### src/rtl/regfile16x16_wb.sv
// 16x16 register file with a one-entry write-commit buffer, bypassed combinational
// reads, and a one-entry-per-cycle clear sweep controlled by a two-state FSM.
module regfile16x16_wb #(
  parameter int unsigned DATA_W  = 16,
  parameter int unsigned ADDR_W  = 4,
  parameter bit          R0_ZERO = 1'b1
) (
  input  logic              clk,
  input  logic              rst_n,
  input  logic              wr_valid,
  output logic              wr_ready,
  input  logic [ADDR_W-1:0] wr_addr,
  input  logic [DATA_W-1:0] wr_data,
  input  logic [ADDR_W-1:0] rd_addr_a,
  input  logic [ADDR_W-1:0] rd_addr_b,
  output logic [DATA_W-1:0] rd_data_a,
  output logic [DATA_W-1:0] rd_data_b,
  input  logic              clr_req,
  output logic              busy,
  output logic              clr_done
);

  localparam int unsigned DEPTH = 2**ADDR_W;

  typedef enum logic {IDLE, CLEAR} state_t;

  state_t            state, state_nxt;
  logic [ADDR_W-1:0] cnt, cnt_nxt;
  logic [DATA_W-1:0] mem [DEPTH];
  logic              pend_vld;
  logic [ADDR_W-1:0] pend_addr;
  logic [DATA_W-1:0] pend_data;
  logic              accept;
  logic              wr_zero;
  logic              last_idx;
  logic              clr_done_q;

  assign accept   = wr_valid && wr_ready;
  assign wr_zero  = R0_ZERO && (wr_addr == '0);
  assign last_idx = (cnt == '1);
  assign clr_done = clr_done_q;

  always_comb begin
    state_nxt = state;
    cnt_nxt   = cnt;
    wr_ready  = 1'b0;
    busy      = 1'b0;
    case (state)
      IDLE: begin
        wr_ready = 1'b1;
        if (clr_req) begin
          state_nxt = CLEAR;
          cnt_nxt   = '0;
        end
      end
      CLEAR: begin
        busy    = 1'b1;
        cnt_nxt = cnt + 1'b1;
        if (last_idx) state_nxt = IDLE;
      end
      default: state_nxt = IDLE;
    endcase
  end

  always_ff @(posedge clk or negedge rst_n) begin
    if (!rst_n) begin
      state      <= IDLE;
      cnt        <= '0;
      pend_vld   <= 1'b0;
      pend_addr  <= '0;
      pend_data  <= '0;
      clr_done_q <= 1'b0;
      for (int unsigned i = 0; i < DEPTH; i++) mem[i] <= '0;
    end else begin
      state      <= state_nxt;
      cnt        <= cnt_nxt;
      clr_done_q <= (state == CLEAR) && last_idx;
      // Discarded r0 writes complete the handshake but never load the buffer.
      if (accept && !wr_zero) begin
        pend_vld  <= 1'b1;
        pend_addr <= wr_addr;
        pend_data <= wr_data;
      end else begin
        pend_vld  <= 1'b0;
      end
      if (pend_vld) mem[pend_addr] <= pend_data;
      // Later assignment lets the sweep override a same-index commit.
      if (state == CLEAR) mem[cnt] <= '0;
    end
  end

  always_comb begin
    rd_data_a = mem[rd_addr_a];
    if (pend_vld && (pend_addr == rd_addr_a)) rd_data_a = pend_data;
    if (R0_ZERO && (rd_addr_a == '0)) rd_data_a = '0;
  end

  always_comb begin
    rd_data_b = mem[rd_addr_b];
    if (pend_vld && (pend_addr == rd_addr_b)) rd_data_b = pend_data;
    if (R0_ZERO && (rd_addr_b == '0)) rd_data_b = '0;
  end

endmodule

### config.mk
export PLATFORM = sky130hd
export DESIGN_NAME = regfile16x16_wb
export DESIGN_NICKNAME = d
export VERILOG_FILES = /design/src/rtl/regfile16x16_wb.sv
export SDC_FILE = /design/constraint.sdc
export NUM_CORES = 1
export LEC_CHECK = 0
export ABC_AREA = 1
export CAP_MARGIN = 20
export CORE_AREA = 5 5 193 195
export CTS_BUF_LIST = sky130_fd_sc_hd__clkbuf_4 sky130_fd_sc_hd__clkbuf_8
export CTS_CLUSTER_DIAMETER = 60
export CTS_CLUSTER_SIZE = 10
export DETAILED_ROUTE_END_ITERATION = 10
export DIE_AREA = 0 0 198 200
export PLACE_DENSITY = 0.67
export SYNTH_ARGS = -nofsm -noshare
export SYNTH_HDL_FRONTEND = slang
export SYNTH_SLANG_ARGS = --single-unit
### constraint.sdc
create_clock -name clk -period 2.7 [get_ports clk]
set_clock_uncertainty 0.15 [all_clocks]
set_input_delay 0.81 -clock clk [delete_from_list [all_inputs] [get_ports clk]]
set_output_delay 0.81 -clock clk [all_outputs]
set_load 0.02 [all_outputs]
==> run_results.csv <==
group,metric,value,unit
synthesis,netlist_area,0.0174,mm2
synthesis,yosys.area.top_type,"dfrtp_1",
cts,cts_tree,"done",
sta,fin_crit_sh,1.22,
die,fp.dieH,200,um
cts,cts_buffers,36,
sta,hold_ws,0.378,ns
drt,dr.pass1.iters,8,
power,ir_worst_vdd,592,uV
drt,num_vias,19800,
worst_setup_path,crit_start,"pend_addr[0]$_DFFE_PN0P_",
power,p_leak,0.0112,uW
cells_and_area,area_growth,25.1,%
worst_setup_path,cp_slowest_cell,"dfrtp_1",
sta,hold_violations,0,
worst_setup_path,endpoint,"rd_data_a[15]",
drt,first_iter_violations,2634,
status,violations,"setup timing",
grt,antenna_found_initial,0,
grt,grt_pass1_vias,18800,
sta,setup_viol,32,
synthesis,yosysSeqAreaShare,0.408,
synthesis,ys_types,25,
synthesis,syn_nets,2624,
sta,slew_headroom,0.443,
sta,period_needed,3.29,ns
die,start_util,0.493,
min_path,hold_path_class,"reg -> reg",
synthesis,synth_area_leaders,"dfrtp_1 41%, nand2_1 15%, nand3_1 11%, o22ai_1 6.4%, a21oi_1 6.2%",
power,powerDensity,811,mW/mm2
sta,tightest_slew,0.835,ns
die,placeableCoreArea,0.0352,mm2
grt,grt_usage,0.367,
worst_setup_path,path_delay_family,"simple AND/OR/NAND/NOR gates",
worst_setup_path,rrSetupSlack,0.35,ns
synthesis,synthCells,2588,
drt,routed_wl,74.0,mm
place,placement.cell_area,0.0202,mm2
grt,grt_first_pass_wirelength,112,mm
drt,postRouteAntennaNets,0,
cts,cts_buffer_depth,3,
cts,htreeDepth,2,
die,io_pins,67,
worst_setup_path,ff2ff_path_depth,6,
synthesis,synth_warnings,0,
worst_setup_path,cp_cell_sequence,"buf_4 -> nand2_1 -> nand2_2 -> nor2_4 -> nand3_4 -> buf_16 -> nand3_1 -> nor2_1 -> nor2_2 -> buf_6",
cts,numClockSinks,283,
drt,drc,0,
cells_and_area,n_antenna_cell,0,
worst_setup_path,cp_num_buf_inv,3,
status,status,"complete, but fails checks",
worst_setup_path,cp.depth,10,
drt,via_per_inst,6.17,
drt,detail_route.wl_per_cell,23.0,um
sta,clock.fmax,0.304,GHz
grt,grt_overflow,0,
die,die_w,198,um
place,gp_congestion,1.02,
sta,finalMaxSlewViolations,0,
place,io_buffers,66,
power,finalPower,17600,uW
die,die_area,0.0396,mm2
worst_setup_path,start_kind,"flop",
worst_setup_path,cp.required,1.74,ns
cts,clk_pin_slew_worst_paths,0.07,ns
worst_setup_path,crit_path_max_fanout,5,
cells_and_area,drive_gt1_frac,0.181,
synthesis,synth_seq_cells,283,
grt,grt_max_degree,59,
worst_setup_path,r2r-end,"mem[203]$_DFF_PN0_",
synthesis,avgSynthCellArea,6.71,um2
cells_and_area,nets,2780,
synthesis,synth_top_area_frac,0.408,
worst_setup_path,crit_path_end_kind,"primary output",
sta,rsz0062_at_grt,"yes",
worst_setup_path,critical_path.max_stage_delay,0.42,ns
flow_run,drv_cap,0,
sta,post-route-worst-setup-slack,-0.591,ns
worst_setup_path,r2r-start,"cnt[0]$_DFFE_PN0P_",
place,hpwl,49.5,mm
die,rows,69,
cts,clock_latency,0.61,ns
worst_setup_path,critPathKind,"reg -> out",
worst_setup_path,arrival,2.33,ns
cells_and_area,design_area,0.0217,mm2
cts,clockRootBuffer,"clkbuf_8",
[final cells by class]
type / instances / area, um2
Clock buffer: 44 / 581
Tap cell: 461 / 577
Inverter: 235 / 895
Sequential cell: 283 / 7080
Timing Repair Buffer: 344 / 3660
Multi-Input combinational cell: 1844 / 8920
Fill cell: 3260 / 13500
Clock inverter: 4 / 26.3
[cell usage in the layout, fill, tap and decap left out, types with 3 or more instances in the layout]
cell             count
nand2_1            705
nand3_1            337
dfrtp_1            282
inv_1              226
a21oi_1            215
buf_4              208
o22ai_1            178
nor2_1             171
o21ai_0             63
nor2_2              53
buf_6               45
buf_12              43
clkbuf_8            40
clkdlybuf4s50_1     23
nor3_1              21
o21ai_1             19
nand3_2             18
nor2_4              14
nand3_4             13
buf_16              10
nor3_2               9
nand2_2              8
o21ai_2              8
inv_2                6
ha_1                 4
clkbuf_4             4
dlygate4sd2_1        3
[Yosys cell counts (all sizes together)]
cell type	count
nor2	238
clkinv	1
o22ai	178
clkbuf	69
xnor2	2
a21oi	215
buf	157
a211oi	1
ha	4
nand4	2
a22o	1
inv	234
nand2	713
o21ai	92
nand3	368
nor3	30
dfrtp	283
[cell families after synthesis]
kind of cell,share of synthesized area
flops,0.408
xor+xnor,0.00101
simple gates,0.325
fa+ha+maj,0.00288
compound gates,0.153
buf+inv,0.110
[per-layer routing]
| layer | routed length (um) | part of all wire | GRT usage | vias to the layer above |
|---|---|---|---|---|
| met1 | 28300 | 0.38 | 0.493 | 9313 |
| met3 | 8970 | 0.12 | 0.0804 | 336 |
| met4 | 4830 | 0.065 | 0.201 | 0 |
| met5 | 0 | 0 | 0 | - |
| li1 | - | - | - | 8752 |
| met2 | 31900 | 0.43 | 0.558 | 1433 |
[worst reg2reg max path, cell delays in order, from the launching register on]
cell,delay (ns)
dfrtp_1,0.44
ha_1,0.22
nand2_1,0.30
nor2_1,0.20
inv_1,0.53
o21ai_0,0.24
a21oi_1,0.18
[power breakdown]
part	switching (uW)	leakage (uW)	internal (uW)	total [uW]
Combinational	5530	0.00699	2880	8410
Clock	1680	0.000318	1390	3070
Sequential	791	0.00388	5360	6150
[timing repair]
| item | 4_1_cts | 5_1_grt |
|---|---|---|
| setup endpoints to repair | 34 | 33 |
| hold endpoints to repair | 24 | 0 |
| buffers inserted | 12 | 0 |
| hold buffers | 1 | 0 |
| cloned | 9 | 2 |
| resized for setup | 341 | 16 |
| pin swaps | 39 | 4 |
[how the worst min path moves through the flow]
stage	cells past startpoint	to	start	slack, ns
final	2	mem[1]$_DFF_PN0_	mem[1]$_DFF_PN0_	0.38
after detailed placement	2	mem[222]$_DFF_PN0_	mem[222]$_DFF_PN0_	0.37
after CTS	2	mem[68]$_DFF_PN0_	mem[68]$_DFF_PN0_	0.38
after global placement	2	mem[222]$_DFF_PN0_	mem[222]$_DFF_PN0_	0.35
after global routing	2	mem[220]$_DFF_PN0_	mem[220]$_DFF_PN0_	0.40
after floorplan	2	mem[255]$_DFF_PN0_	mem[255]$_DFF_PN0_	0.34
[sequential cells by signal, summed over array words and instances (netlist names)]
register	count
mem	256
clr_done	1
pend_data	16
cnt	4
pend_vld	1
pend_addr	4
state	1
[through the flow]
stage	utilization	TNS (ns)	instances	setup WS, ns
after CTS	0.614	-16.28	3213	-0.556
after global placement	0.572	-38.50	3143	-1.41
after detailed placement	0.572	-38.53	3143	-1.38
final	0.617	-17.30	3215	-0.591
after global routing	0.617	-18.77	3215	-0.649
after floorplan	-	-0.215	2588	-0.0152
Note: power is estimated with default switching activity, not from simulation.
